**src/rtl/psum_pkg.sv**
```systemverilog
// Shared definitions for the psum accumulate/drain controller.
// Latency: n/a (types and constants only).
// Backpressure: n/a.
package psum_pkg;

  localparam int PSUM_PDATA_W = 16;
  localparam int PSUM_ADDR_W  = 8;
  localparam int PSUM_LEN_W   = 9;

  typedef enum logic [1:0] {
    ACC_IDLE  = 2'd0,
    ACC_FLUSH = 2'd1,
    ACC_DRAIN = 2'd2
  } acc_state_t;

endpackage

```
**src/rtl/psum_skid_fifo.sv**
```systemverilog
// Two-entry FIFO holding drained psum words between memory read data and the output port.
// Latency: a push is visible at o_head the cycle after it is written (registered storage).
// Backpressure: none internally; the producer must not push when full unless it pops that cycle.
// Ports: i_push/i_push_data write, i_pop removes the head, o_count/o_empty occupancy, o_head data.
module psum_skid_fifo
  import psum_pkg::*;
#(
  parameter int W = PSUM_PDATA_W
) (
  input  logic         i_clk,
  input  logic         i_rst,
  input  logic         i_push,
  input  logic [W-1:0] i_push_data,
  input  logic         i_pop,
  output logic [1:0]   o_count,
  output logic [W-1:0] o_head,
  output logic         o_empty
);

  logic [W-1:0] head_q, head_d;
  logic [W-1:0] tail_q, tail_d;
  logic [1:0]   cnt_q, cnt_d;
  logic         pop_eff;

  // A pop on an empty FIFO is meaningless; ignore it rather than underflow.
  assign pop_eff = i_pop && (cnt_q != 2'd0);

  always_comb begin
    head_d = head_q;
    tail_d = tail_q;
    cnt_d  = cnt_q;
    case ({i_push, pop_eff})
      2'b10: begin
        if (cnt_q == 2'd0) begin
          head_d = i_push_data;
          cnt_d  = 2'd1;
        end else if (cnt_q == 2'd1) begin
          tail_d = i_push_data;
          cnt_d  = 2'd2;
        end
      end
      2'b01: begin
        head_d = tail_q;
        cnt_d  = cnt_q - 2'd1;
      end
      2'b11: begin
        // Occupancy unchanged; with one entry the new word becomes the head directly.
        if (cnt_q == 2'd1) begin
          head_d = i_push_data;
        end else begin
          head_d = tail_q;
          tail_d = i_push_data;
        end
      end
      default: ;
    endcase
  end

  always_ff @(posedge i_clk or posedge i_rst) begin
    if (i_rst) begin
      head_q <= '0;
      tail_q <= '0;
      cnt_q  <= 2'd0;
    end else begin
      head_q <= head_d;
      tail_q <= tail_d;
      cnt_q  <= cnt_d;
    end
  end

  assign o_count = cnt_q;
  assign o_head  = head_q;
  assign o_empty = (cnt_q == 2'd0);

endmodule

```
**src/rtl/psum_acc_ctrl.sv**
```systemverilog
// Psum memory initiator: read-modify-write accumulation of partial sums, and range drain to a stream.
// Latency: accumulate writes memory 1 cycle after acceptance; drain output starts 4 cycles after start.
// Backpressure: o_in_ready low outside IDLE; drain reads throttle on i_out_ready via a 2-entry FIFO.
// Ports: i_in_* accumulate request, i_drain_* drain command, o_out_* drain stream,
//        o_mem_wr_* / o_mem_rd_* / i_mem_rd_data synchronous memory, o_busy / o_done status.
module psum_acc_ctrl
  import psum_pkg::*;
#(
  parameter int PDATA_WIDTH = PSUM_PDATA_W,
  parameter int ADDR_WIDTH  = PSUM_ADDR_W,
  parameter int LEN_WIDTH   = PSUM_LEN_W
) (
  input  logic                   i_clk,
  input  logic                   i_rst,
  input  logic                   i_in_valid,
  output logic                   o_in_ready,
  input  logic [ADDR_WIDTH-1:0]  i_in_addr,
  input  logic [PDATA_WIDTH-1:0] i_in_data,
  input  logic                   i_in_first,
  input  logic                   i_drain_start,
  input  logic [ADDR_WIDTH-1:0]  i_drain_base,
  input  logic [LEN_WIDTH-1:0]   i_drain_len,
  output logic                   o_out_valid,
  input  logic                   i_out_ready,
  output logic [PDATA_WIDTH-1:0] o_out_data,
  output logic                   o_busy,
  output logic                   o_done,
  output logic                   o_mem_wr_en,
  output logic [ADDR_WIDTH-1:0]  o_mem_wr_addr,
  output logic [PDATA_WIDTH-1:0] o_mem_wr_data,
  output logic                   o_mem_rd_en,
  output logic [ADDR_WIDTH-1:0]  o_mem_rd_addr,
  input  logic [PDATA_WIDTH-1:0] i_mem_rd_data
);

  acc_state_t             state_q, state_d;

  logic                   s1_vld_q, s1_vld_d;
  logic [ADDR_WIDTH-1:0]  s1_addr_q, s1_addr_d;
  logic [PDATA_WIDTH-1:0] s1_data_q, s1_data_d;
  logic                   s1_first_q, s1_first_d;

  logic [ADDR_WIDTH-1:0]  rd_ptr_q, rd_ptr_d;
  logic [LEN_WIDTH-1:0]   rd_left_q, rd_left_d;
  logic [LEN_WIDTH-1:0]   out_left_q, out_left_d;
  logic                   rd_pend_q;

  logic                   in_fire;
  logic                   acc_rd;
  logic                   drain_rd;
  logic                   out_pop;
  logic [1:0]             fifo_cnt;
  logic                   fifo_empty;
  logic [PDATA_WIDTH-1:0] fifo_head;
  logic [2:0]             occ;

  // A start pulse steals the cycle from a coincident accumulate request.
  assign o_in_ready = (state_q == ACC_IDLE) && !i_drain_start;
  assign in_fire    = i_in_valid && o_in_ready;
  assign acc_rd     = in_fire && !i_in_first;

  // ---------------- accumulate stage ----------------
  always_comb begin
    s1_vld_d   = in_fire;
    s1_addr_d  = s1_addr_q;
    s1_data_d  = s1_data_q;
    s1_first_d = s1_first_q;
    if (in_fire) begin
      s1_addr_d  = i_in_addr;
      s1_data_d  = i_in_data;
      s1_first_d = i_in_first;
    end
  end

  // The read for an op is issued in its accept cycle and its data arrives now; a same-address
  // op one cycle later reads after this write has landed, so no forwarding path is needed.
  assign o_mem_wr_en   = s1_vld_q;
  assign o_mem_wr_addr = s1_vld_q ? s1_addr_q : '0;
  assign o_mem_wr_data = !s1_vld_q  ? '0 :
                         s1_first_q ? s1_data_q :
                                      i_mem_rd_data + s1_data_q;

  // ---------------- drain read issue ----------------
  assign out_pop = o_out_valid && i_out_ready;

  // Words owed to the FIFO after this cycle: stored + arriving - leaving. Counting this
  // cycle's pop keeps one read per cycle flowing when the sink never stalls.
  assign occ = {1'b0, fifo_cnt} + {2'b00, rd_pend_q} - {2'b00, out_pop};

  assign drain_rd = (state_q == ACC_DRAIN) && (rd_left_q != '0) && (occ < 3'd2);

  assign o_mem_rd_en   = acc_rd || drain_rd;
  assign o_mem_rd_addr = acc_rd   ? i_in_addr :
                         drain_rd ? rd_ptr_q  : '0;

  psum_skid_fifo #(
    .W (PDATA_WIDTH)
  ) u_fifo (
    .i_clk       (i_clk),
    .i_rst       (i_rst),
    .i_push      (rd_pend_q),
    .i_push_data (i_mem_rd_data),
    .i_pop       (out_pop),
    .o_count     (fifo_cnt),
    .o_head      (fifo_head),
    .o_empty     (fifo_empty)
  );

  assign o_out_valid = !fifo_empty;
  assign o_out_data  = fifo_head;
  assign o_busy      = (state_q != ACC_IDLE);

  // ---------------- control FSM ----------------
  always_comb begin
    state_d    = state_q;
    rd_ptr_d   = rd_ptr_q;
    rd_left_d  = rd_left_q;
    out_left_d = out_left_q;
    o_done     = 1'b0;
    case (state_q)
      ACC_IDLE: begin
        if (i_drain_start) begin
          state_d    = ACC_FLUSH;
          rd_ptr_d   = i_drain_base;
          rd_left_d  = i_drain_len;
          out_left_d = i_drain_len;
        end
      end
      ACC_FLUSH: begin
        // Drain reads must not overtake a write still sitting in the accumulate stage.
        if (!s1_vld_q) begin
          if (out_left_q == '0) begin
            state_d = ACC_IDLE;
            o_done  = 1'b1;
          end else begin
            state_d = ACC_DRAIN;
          end
        end
      end
      ACC_DRAIN: begin
        if (drain_rd) begin
          rd_ptr_d  = rd_ptr_q + ADDR_WIDTH'(1);
          rd_left_d = rd_left_q - LEN_WIDTH'(1);
        end
        if (out_pop) begin
          out_left_d = out_left_q - LEN_WIDTH'(1);
          if (out_left_q == LEN_WIDTH'(1)) begin
            state_d = ACC_IDLE;
            o_done  = 1'b1;
          end
        end
      end
      default: state_d = ACC_IDLE;
    endcase
  end

  always_ff @(posedge i_clk or posedge i_rst) begin
    if (i_rst) begin
      state_q    <= ACC_IDLE;
      s1_vld_q   <= 1'b0;
      s1_addr_q  <= '0;
      s1_data_q  <= '0;
      s1_first_q <= 1'b0;
      rd_ptr_q   <= '0;
      rd_left_q  <= '0;
      out_left_q <= '0;
      rd_pend_q  <= 1'b0;
    end else begin
      state_q    <= state_d;
      s1_vld_q   <= s1_vld_d;
      s1_addr_q  <= s1_addr_d;
      s1_data_q  <= s1_data_d;
      s1_first_q <= s1_first_d;
      rd_ptr_q   <= rd_ptr_d;
      rd_left_q  <= rd_left_d;
      out_left_q <= out_left_d;
      rd_pend_q  <= drain_rd;
    end
  end

endmodule

```
**config.mk**
```make
export PLATFORM = sky130hd
export DESIGN_NAME = psum_acc_ctrl
export DESIGN_NICKNAME = d
export VERILOG_FILES = /design/src/rtl/psum_pkg.sv /design/src/rtl/psum_skid_fifo.sv /design/src/rtl/psum_acc_ctrl.sv
export SDC_FILE = /design/constraint.sdc
export NUM_CORES = 1
export LEC_CHECK = 0
export ABC_CLOCK_PERIOD_IN_PS = 3950
export CAP_MARGIN = 5
export CORE_MARGIN = 2
export CORE_UTILIZATION = 47
export CTS_CLUSTER_DIAMETER = 150
export CTS_CLUSTER_SIZE = 28
export DETAILED_ROUTE_END_ITERATION = 7
export PLACE_DENSITY_LB_ADDON = 0.15
export SLEW_MARGIN = 20
export SYNTH_ARGS = -nofsm -noshare
export SYNTH_HDL_FRONTEND = slang
export SYNTH_SLANG_ARGS = --single-unit
```
**constraint.sdc**
```tcl
create_clock -name i_clk -period 3.95 [get_ports i_clk]
set_clock_uncertainty 0.2 [all_clocks]
set_input_delay 0.9875 -clock i_clk [delete_from_list [all_inputs] [get_ports i_clk]]
set_output_delay 0.9875 -clock i_clk [all_outputs]
set_load 0.05 [all_outputs]
```
* Word level (Yosys, flattened, before mapping)
Index checks and enable logic that the tools add are counted.
** Storage, ports and cells
- Register bits :: 89
- Input port bits :: 63
- Output and inout bits :: 54
- Logic and storage cells :: 96
** Cells by class
- Add/sub/neg operators :: 7
- $lt $le $gt $ge :: 1
- Equal/unequal tests :: 16
- Muxes and demuxes :: 33
- Reductions and logical operators :: 27
** Operator list (count)
- 16-bit 2-to-1 mux :: 6
- 16-bit one-hot mux with 3 select lines :: 1
- 8-bit 2-to-1 mux :: 5
- 9-bit one-hot mux with 2 select lines :: 2
- 16-bit one-hot mux with 2 select lines :: 1
- 9-bit 2-to-1 mux :: 3
- 9-bit by 1-bit subtractor with 9-bit output, second input constant :: 2
- 16-bit adder :: 1
- 8-bit one-hot mux with 2 select lines :: 1
- 2-bit 2-to-1 mux :: 7
- 2-bit inequality test, second input constant :: 7
- 2-bit nonzero test :: 5
- 9-bit by 1-bit == test with 1-bit output, second input constant :: 1
- 9-bit zero test :: 1
- 3-bit AND reduction :: 3
- 9-bit nonzero test :: 1
- 8-bit by 1-bit adder with 8-bit output, second input constant :: 1
- 1-bit logical AND :: 7
- 2-bit by 1-bit == test with 1-bit output, second input constant :: 3
- 2-bit == test, second input constant :: 3
- 2-bit one-hot mux with 3 select lines :: 1
- 2-bit zero test :: 2
- 1-bit 2-to-1 mux :: 4
- 2-bit one-hot mux with 2 select lines :: 1
- other kinds (12) :: 15

* Depth between registers and ports, before layout
Gate-level depths: netlist of the first run.
- Word-level depth :: 8
- Depth in mapped cells :: 15
- Gate-level depth less buffers :: 14

* By module
A second synthesis of the first run with hierarchy kept.
** Second synthesis, totals
- Cell total of the unflattened synthesis :: 608
- Area, all modules :: 5756.8 sq um
** Modules (own cells, without submodules)
- psum_acc_ctrl :: instances 1, cells each 464, area an instance 4013.8 sq um, seq. area each 1376.3 sq um
- psum_skid_fifo :: instances 1, cells each 144, area an instance 1742.9 sq um, seq. area each 850.8 sq um

* Worst setup path after synthesis of the first run
No wires, ideal clock.
- Path type :: input -> output
- From :: input port i_out_ready
- To :: output port o_mem_rd_addr[0]
- Arrival time :: 3.750 ns
- Data required time :: 2.763 ns
- Setup slack :: -0.988 ns
- Cell stages on the path :: 10
- Buffers on the path :: 2
- Path through :: nor2b_1 > clkbuf_1 > inv_1 > nor2_1 > o21ai_0 > fa_1 > xnor2_1 > o2111ai_2 > buf_2 > o31ai_1
** Between the ends
- Word-level cells in the longest chain between the ends :: 6
** Ends and longest elaborated chain
- start: declaration :: RTL line psum_acc_ctrl.sv:24 : input logic i_out_ready,
- 1-bit logical AND :: RTL line psum_acc_ctrl.sv:84 : assign out_pop = o_out_valid && i_out_ready;
- 3-bit by 1-bit subtractor with 3-bit output :: RTL line psum_acc_ctrl.sv:88 : assign occ = {1'b0, fifo_cnt} + {2'b00, rd_pend_q} - {2'b00, out_pop};
- 3-bit by 2-bit < comparator with 1-bit output :: RTL line psum_acc_ctrl.sv:90 : assign drain_rd = (state_q == ACC_DRAIN) && (rd_left_q != '0) && (occ < 3'd2);
- 1-bit logical AND :: RTL line psum_acc_ctrl.sv:90
- 8-bit 2-to-1 mux :: RTL line psum_acc_ctrl.sv:94 : drain_rd ? rd_ptr_q : '0;
- 8-bit 2-to-1 mux :: RTL line psum_acc_ctrl.sv:93 : assign o_mem_rd_addr = acc_rd ? i_in_addr :
- end: declaration :: RTL line psum_acc_ctrl.sv:32 : output logic [ADDR_WIDTH-1:0] o_mem_rd_addr,
Every way passes these cells.

* Final worst setup path of the first run
- From :: input port i_mem_rd_data[0]
- To :: output port o_mem_wr_data[12]
** Between the ends
- Word-level cells in the longest chain between the ends :: 3
** Ends and longest elaborated chain
- start: declaration :: RTL line psum_acc_ctrl.sv:33 : input logic [PDATA_WIDTH-1:0] i_mem_rd_data
- 16-bit adder :: RTL line psum_acc_ctrl.sv:81 : i_mem_rd_data + s1_data_q;
- 16-bit 2-to-1 mux :: RTL line psum_acc_ctrl.sv:80 : s1_first_q ? s1_data_q :
- 16-bit 2-to-1 mux :: RTL line psum_acc_ctrl.sv:79 : assign o_mem_wr_data = !s1_vld_q ? '0 :
- end: declaration :: RTL line psum_acc_ctrl.sv:30 : output logic [PDATA_WIDTH-1:0] o_mem_wr_data,
Every way passes these cells.

==> results by group, run 1 <==
Run status
  • Status: complete, but fails checks
  • Failing checks: negative setup slack

Layout
  • Nets: roughly 860
  • Share of post-route cells with drive strength above 1: about 33%
  • Area Overhead vs Synth: 53.8%
  • Reg area: approximately 2200 µm²
  • Diode count: 0
  • Multi-input logic area: around 3600 µm²
  • Most common cell after layout, fill and taps aside: dfrtp_1
  • Design Area, Final: 8510 µm²
  • Filler cell count: a little under 800
  • Most frequent cells in the layout: 87 x dfrtp_1, 73 x clkdlybuf4s50_1, 71 x buf_4

Floorplan
  • # rows: 39
  • Initial Util: between 40% and 50%
  • Die ar.: 12700 µm²
  • Ports: about 120
  • CORE AREA: approximately 11000 µm²
  • Die Wd: 113 µm
  • Chip height: about 110 µm

Global route
  • Vias in the first global route: between 5000 and 6000
  • Grt ovf: 0
  • Gr usage total: between 20% and 30%
  • Largest net degree at the start of global routing: 50
  • Antenna violations before repair: 0
  • First-pass GRT wire length: 26300 µm

Pwr
  • Leakage: 3.64 nW
  • Worst vdd ir: between 0.5 and 0.6 mV
  • Pwr Total: around 7.1 mW
  • PwrDens: around 830 nW/µm²

Yosys
  • Post-synth top area share: between 40% and 50%
  • Async SR Flop Fraction: between 90% and 100%
  • Register area share after synthesis: about 40%
  • Synthesized cell area: between 5000 and 6000 µm²
  • Avg Cell Area, Syn: 9.33 µm²
  • Post-synth EDFFs: 0
  • Predominant post-synthesis flop cell: dfrtp_1
  • Yosys Warn Count: 0
  • Mapped Nets: 685
  • Synth area leader: dfrtp_1
  • Syn Inst Count: 593
  • Synth unique cells: 55
  • Post-synthesis register bit count: a little under 90
  • Top cells by area, synth: dfrtp_1 40%, mux2_2 10%, ha_1 6.1%

Route
  • Met2 wire length: just over 8000 µm
  • Routed met3 length: a little over 800 µm
  • Vias: about 5300
  • DRC Markers: 0
  • DR iter-0 viols: 273
  • Vias per inst: between 5 and 6
  • Detail Route Antenna Nets: 0
  • Met1 Routed Length: ~6800 µm
  • Final wirelength: roughly 17000 µm
  • DR WL/cell: roughly 18 µm
  • Drt pass-1 iters: 5
  • Highest routed layer: met4

STA
  • Setup WS post-layout: -0.259 ns
  • Fmax: between 0.2 and 0.25 GHz
  • Fin Setup TNS: -1.06 ns
  • Fin crit share: 107%
  • Final Hold Viols: 0
  • Setup Viol. Count Final: 8
  • WHS: about 0.31 ns
  • Fin. max-slew vios: 0
  • Crit path time final: between 4 and 5 ns
  • RSZ-0062 raised after global routing: yes
  • Worst slew margin: roughly 46%
  • Tightest Pin Transition: 0.799 ns

Setup path
  • Crit-path max FO: 3
  • Worst Path Arrival: around 3.0 ns
  • WS Path Type: in -> out
  • CP Launch Type: input pin
  • CP Capture Type: primary output
  • Data required time of the critical path: roughly 2.8 ns

Placed design
  • HPWL after DPL: ~11000 µm
  • GP Congestion: approximately 0.84
  • Setup WS pre-CTS: -0.715 ns
  • I/O Buffers: 116
  • Placed inst area: between 7000 and 8000 µm²

Clocking
  • CTS tree: done
  • CTS max path bufs: 2
  • Clock Latency Late Sink: about 0.35 ns
  • Clk slew on worst S/H paths: 0.07 ns
  • Clock Tree Root: clkbuf_16
  • Total CTS buffers: 9
  • Clock Sinks: between 80 and 90
  • H-tree Lvls: 3

Job
  • Max Cap Viol: 0

Min path
  • Worst Hold Class: reg -> reg
## where the power goes
part	leakage [nW]	switching [mW]	internal [mW]
Sequential	1.06	0.452	1.37
Combinational	2.43	2.31	2.03
Clock	0.153	0.387	0.529
Total	3.64	3.15	3.93
## repair_timing
item | in CTS | in global routing
pin swaps | 28 | 21
endpoints found under the setup margin | 22 | 20
hold buffers | 0 | 0
cloned | 1 | 0
buffers inserted | 4 | 9
resized for setup | 83 | 44
## flip-flops by register name, summed over array words and instances (netlist names)
name            count
o_mem_wr_en         1
out_left_q          9
rd_left_q           9
rd_pend_q           1
rd_ptr_q            8
s1_addr_q           8
s1_data_q          16
s1_first_q          1
state_q             2
u_fifo.o_count      2
u_fifo.o_head      16
u_fifo.tail_q      16
## Yosys cell counts (all sizes together) (2+ instances only)
master and number:
o22a 12, nor4 3, a31oi 16, inv 27
a41oi 2, buf 16, o22ai 8, a21oi 47
o21a 2, nand2b 5, and3 8, and2 20
nor2b 8, mux2i 12, xor2 7, ha 27
a21o 5, clkbuf 14, a22oi 17, nand3 9
xnor2 5, nand4 5, a22o 2, or3 2
or2 2, dfrtp 89, o31ai 4, nand3b 3
a21boi 3, nand2 67, a211oi 2, nor3 6
fa 2, o21ai 35, mux2 50, nor2 39
## per-layer routing
layer	global-route usage (%)	vias up
li1	-	2478
met1	32.9	2589
met2	43.9	170
met3	4.59	33
met4	12.0	0
met5	0	-
## final cells by class
type | instances | share of cell area [%]
Multi-Input combinational cell | 447 | 42.8
Sequential cell | 89 | 26.2
Timing Repair Buffer | 195 | 23.9
Clock buffer | 11 | 2.97
Tap cell | 143 | 2.10
Inverter | 27 | 1.23
Clock inverter | 5 | 0.706
## path summary, 6_finish.rpt
check,start,endpoint,slack [ns],cells after the start
setup reg to reg,u_fifo.o_count[0],rd_ptr_q[6],0.60,17
setup / recovery,i_mem_rd_data[0],o_mem_wr_data[12],-0.26,11
hold / removal,rd_left_q[1],rd_left_q[1],0.31,1
hold reg to reg,rd_left_q[1],rd_left_q[1],0.31,1
max in group asynchronous,i_rst,s1_data_q[0],1.96,3
min in group asynchronous,i_rst,s1_addr_q[0],0.87,2
## stage by stage
| stage | util (%) | std cells |
|---|---|---|
| 2_1_floorplan | - | 593 |
| 3_3_place_gp | 67.2 | 889 |
| 3_5_place_dp | 67.2 | 889 |
| 4_1_cts | 73.2 | 910 |
| 5_1_grt | 74.2 | 917 |
| 6_report | 74.2 | 917 |
## critical path, cell delays in order
cell and delay (ns):
buf_8 0.10, ha_4 0.15, fa_2 0.37, a21oi_2 0.16
o21ai_2 0.09, a211o_1 0.33, a311oi_2 0.23, xor2_1 0.20
o21ai_1 0.09, and2_4 0.17, buf_12 0.14
## kinds of logic (layout without fill, tap and decap cells)
group                    after synthesis  in the layout  synth area share (%)
AND/OR/NAND/NOR                      180            180                  15.5
adder cells (fa/ha/maj)               29             29                  6.83
XOR/XNOR                              12             12                  1.90
AO/OA/AOI/OAI                        164            164                  18.9
multiplexers                          62             62                  12.3
flip-flops                            89             89                  40.3
buffers and inverters                 57            238                  4.27
Note: power is estimated with default switching activity, not from simulation.
==> run 2, diff against run 1 <==
--- a/config.mk
+++ b/config.mk
@@ -6,7 +6,7 @@
 export NUM_CORES = 1
 export LEC_CHECK = 0
 export ABC_CLOCK_PERIOD_IN_PS = 3950
-export CAP_MARGIN = 5
+export CAP_MARGIN = 15
 export CORE_MARGIN = 2
 export CORE_UTILIZATION = 47
 export CTS_CLUSTER_DIAMETER = 150
==> results of run 2 <==
No change in the layout: final DEF, timing and power equal those of run 1.
==> RTL change: new RTL, flow settings as in run 2 <==
Re-encode `acc_state_t` (3 states) as one-hot, 3 bits wide.
--- a/src/rtl/psum_pkg.sv
+++ b/src/rtl/psum_pkg.sv
@@ -9,6 +9,6 @@
 
-  typedef enum logic [1:0] {
-    ACC_IDLE  = 2'd0,
-    ACC_FLUSH = 2'd1,
-    ACC_DRAIN = 2'd2
+  typedef enum logic [2:0] {
+    ACC_IDLE  = 3'b001,
+    ACC_FLUSH = 3'b010,
+    ACC_DRAIN = 3'b100
   } acc_state_t;
Check against the original RTL: no difference found for any inputs over 10 cycles, from zero or initial values and one cycle with i_rst high; not proved beyond that.
==> RTL change against run 2 <==
- the flow still finishes with violations (setup timing)
- routed wire length is 1.2% lower
- area after synthesis is 0.68% lower
- clock power is 2.6% lower
- power fell by 5.8%
- final cell count down 0.11%
- sequential cell count increased by 1
- cell area is 0.85% lower
- hold slack got worse by 0.0031 ns
- non-clock buffer count grew 7
- first-iteration DRC count up 19%
- setup slack worse by 0.024 ns
- critical path type unchanged
==> RTL change: results (changes against run 2) <==
stage	metric	value	unit	change
run_status	status	finished with violations		unchanged
run_status	failing checks	setup timing		unchanged
power_and_ir_drop	switching part of the total power	44.0	%	was 44.5%
detailed_routing	routed vias	5298		was 5270
detailed_routing	metal2 WL	7900	um	was 8270 um
layout	fin nets	856		was 861
worst_setup_path	end of the critical path	o_mem_wr_data[14]		was o_mem_wr_data[12]
detailed_routing	routed wl met3	995	um	was 827 um
synth	top post-synthesis cells by area	dfrtp_1 41%, mux2_2 9.8%, ha_1 5.5%, o21ai_0 3.8%, nor2_1 3.7%		was dfrtp_1 40%, mux2_2 10%, ha_1 6.1%, nand2_1 4.5%, a21oi_1 4.3%
power_and_ir_drop	sequential power share	27.2	%	was 25.7%
min_path	hold worst-path end	s1_addr_q[6]$_DFFE_PP0P_		was rd_left_q[1]$_DFFE_PP0P_
synth	post-synth top area share	40.5	%	was 40.3%
global_routing	M3 GR Usage	6.37	%	was 4.59%
sta	Slew HR	42.5	%	was 46.2%
detailed_routing	wl on met1	7050	um	was 6820 um
worst_setup_path	crit-path max FO	2		was 3
sta	Setup Viol. Count Final	18		was 8
synth	register area share after synthesis	41.0	%	was 40.3%
global_routing	met1 usage	34.3	%	was 32.9%
worst_setup_path	FF-to-FF setup slack	0.84	ns	was 0.60 ns
synth	count of different cell masters after synthesis	63		was 55
detailed_routing	Routed WL	16300	um	was 16500 um
worst_setup_path	reg2reg end	rd_ptr_q[7]$_DFFE_PP0P_		was rd_ptr_q[6]$_DFFE_PP0P_
power_and_ir_drop	Comb power	0.00396	W	was 0.00434 W
synth	Avg Synthesized Cell Area	9.47	um^2	was 9.33 um^2
sta	setup slack after layout	-0.282	ns	was -0.259 ns
power_and_ir_drop	Lkg Pwr	3.66	nW	was 3.64 nW
global_routing	Tot GR Track Use	26.5	%	was 26.1%
worst_setup_path	R2R cell count	15		was 17
global_routing	M2 GR Usage	43.2	%	was 43.9%
placement	Post-Place Setup Slack	-0.787	ns	was -0.715 ns
==> RTL change: kinds of logic after synthesis <==
kind of cell / share of synthesized area [%]
adders and majority gates: 6.19
AOI/OAI and AO/OA: 18.6
and+or+nand+nor: 17.4
buffers and inverters: 3.94
xor gates and xnor gates: 1.91
muxes: 11.0
DFF: 41.0
==> RTL change: critical path, delay by kind of cell <==
| family | cells | cell delay (ns) |
|---|---|---|
| AO/OA/AOI/OAI | 5 | 0.74 |
| adder cells (fa/ha/maj) | 2 | 0.53 |
| AND/OR/NAND/NOR | 1 | 0.06 |
| multiplexers | 1 | 0.31 |
| buffers and inverters | 3 | 0.42 |
==> RTL change: repair_timing <==
item                                    4_1_cts  5_1_grt
setup buffers                                11        3
endpoints found under the setup margin       22       20
gates resized for setup                      66       17
pin swaps                                    30       13
==> RTL change: per-stage QoR <==
| stage | total power (W) | cell area [um^2] |
|---|---|---|
| after floorplan | 0.00404 | 5730 |
| after global placement | 0.00519 | 7740 |
| after detailed placement | 0.00534 | 7740 |
| after CTS | 0.00654 | 8360 |
| after global routing | 0.00708 | 8440 |
| final | 0.00666 | 8440 |
==> RTL change: area by class of cell <==
| type | count | area [um^2] | share of cell area, % |
|---|---|---|---|
| multi-input cells | 442 | 3530 | 41.9 |
| flip-flops and latches | 90 | 2250 | 26.7 |
| repair buffers | 202 | 2070 | 24.5 |
| clock buffers | 10 | 239 | 2.83 |
| well taps | 143 | 179 | 2.12 |
| inverters | 22 | 93.8 | 1.11 |
| clock inverters | 6 | 66.3 | 0.786 |
| diodes | 1 | 2.50 | 0.0297 |
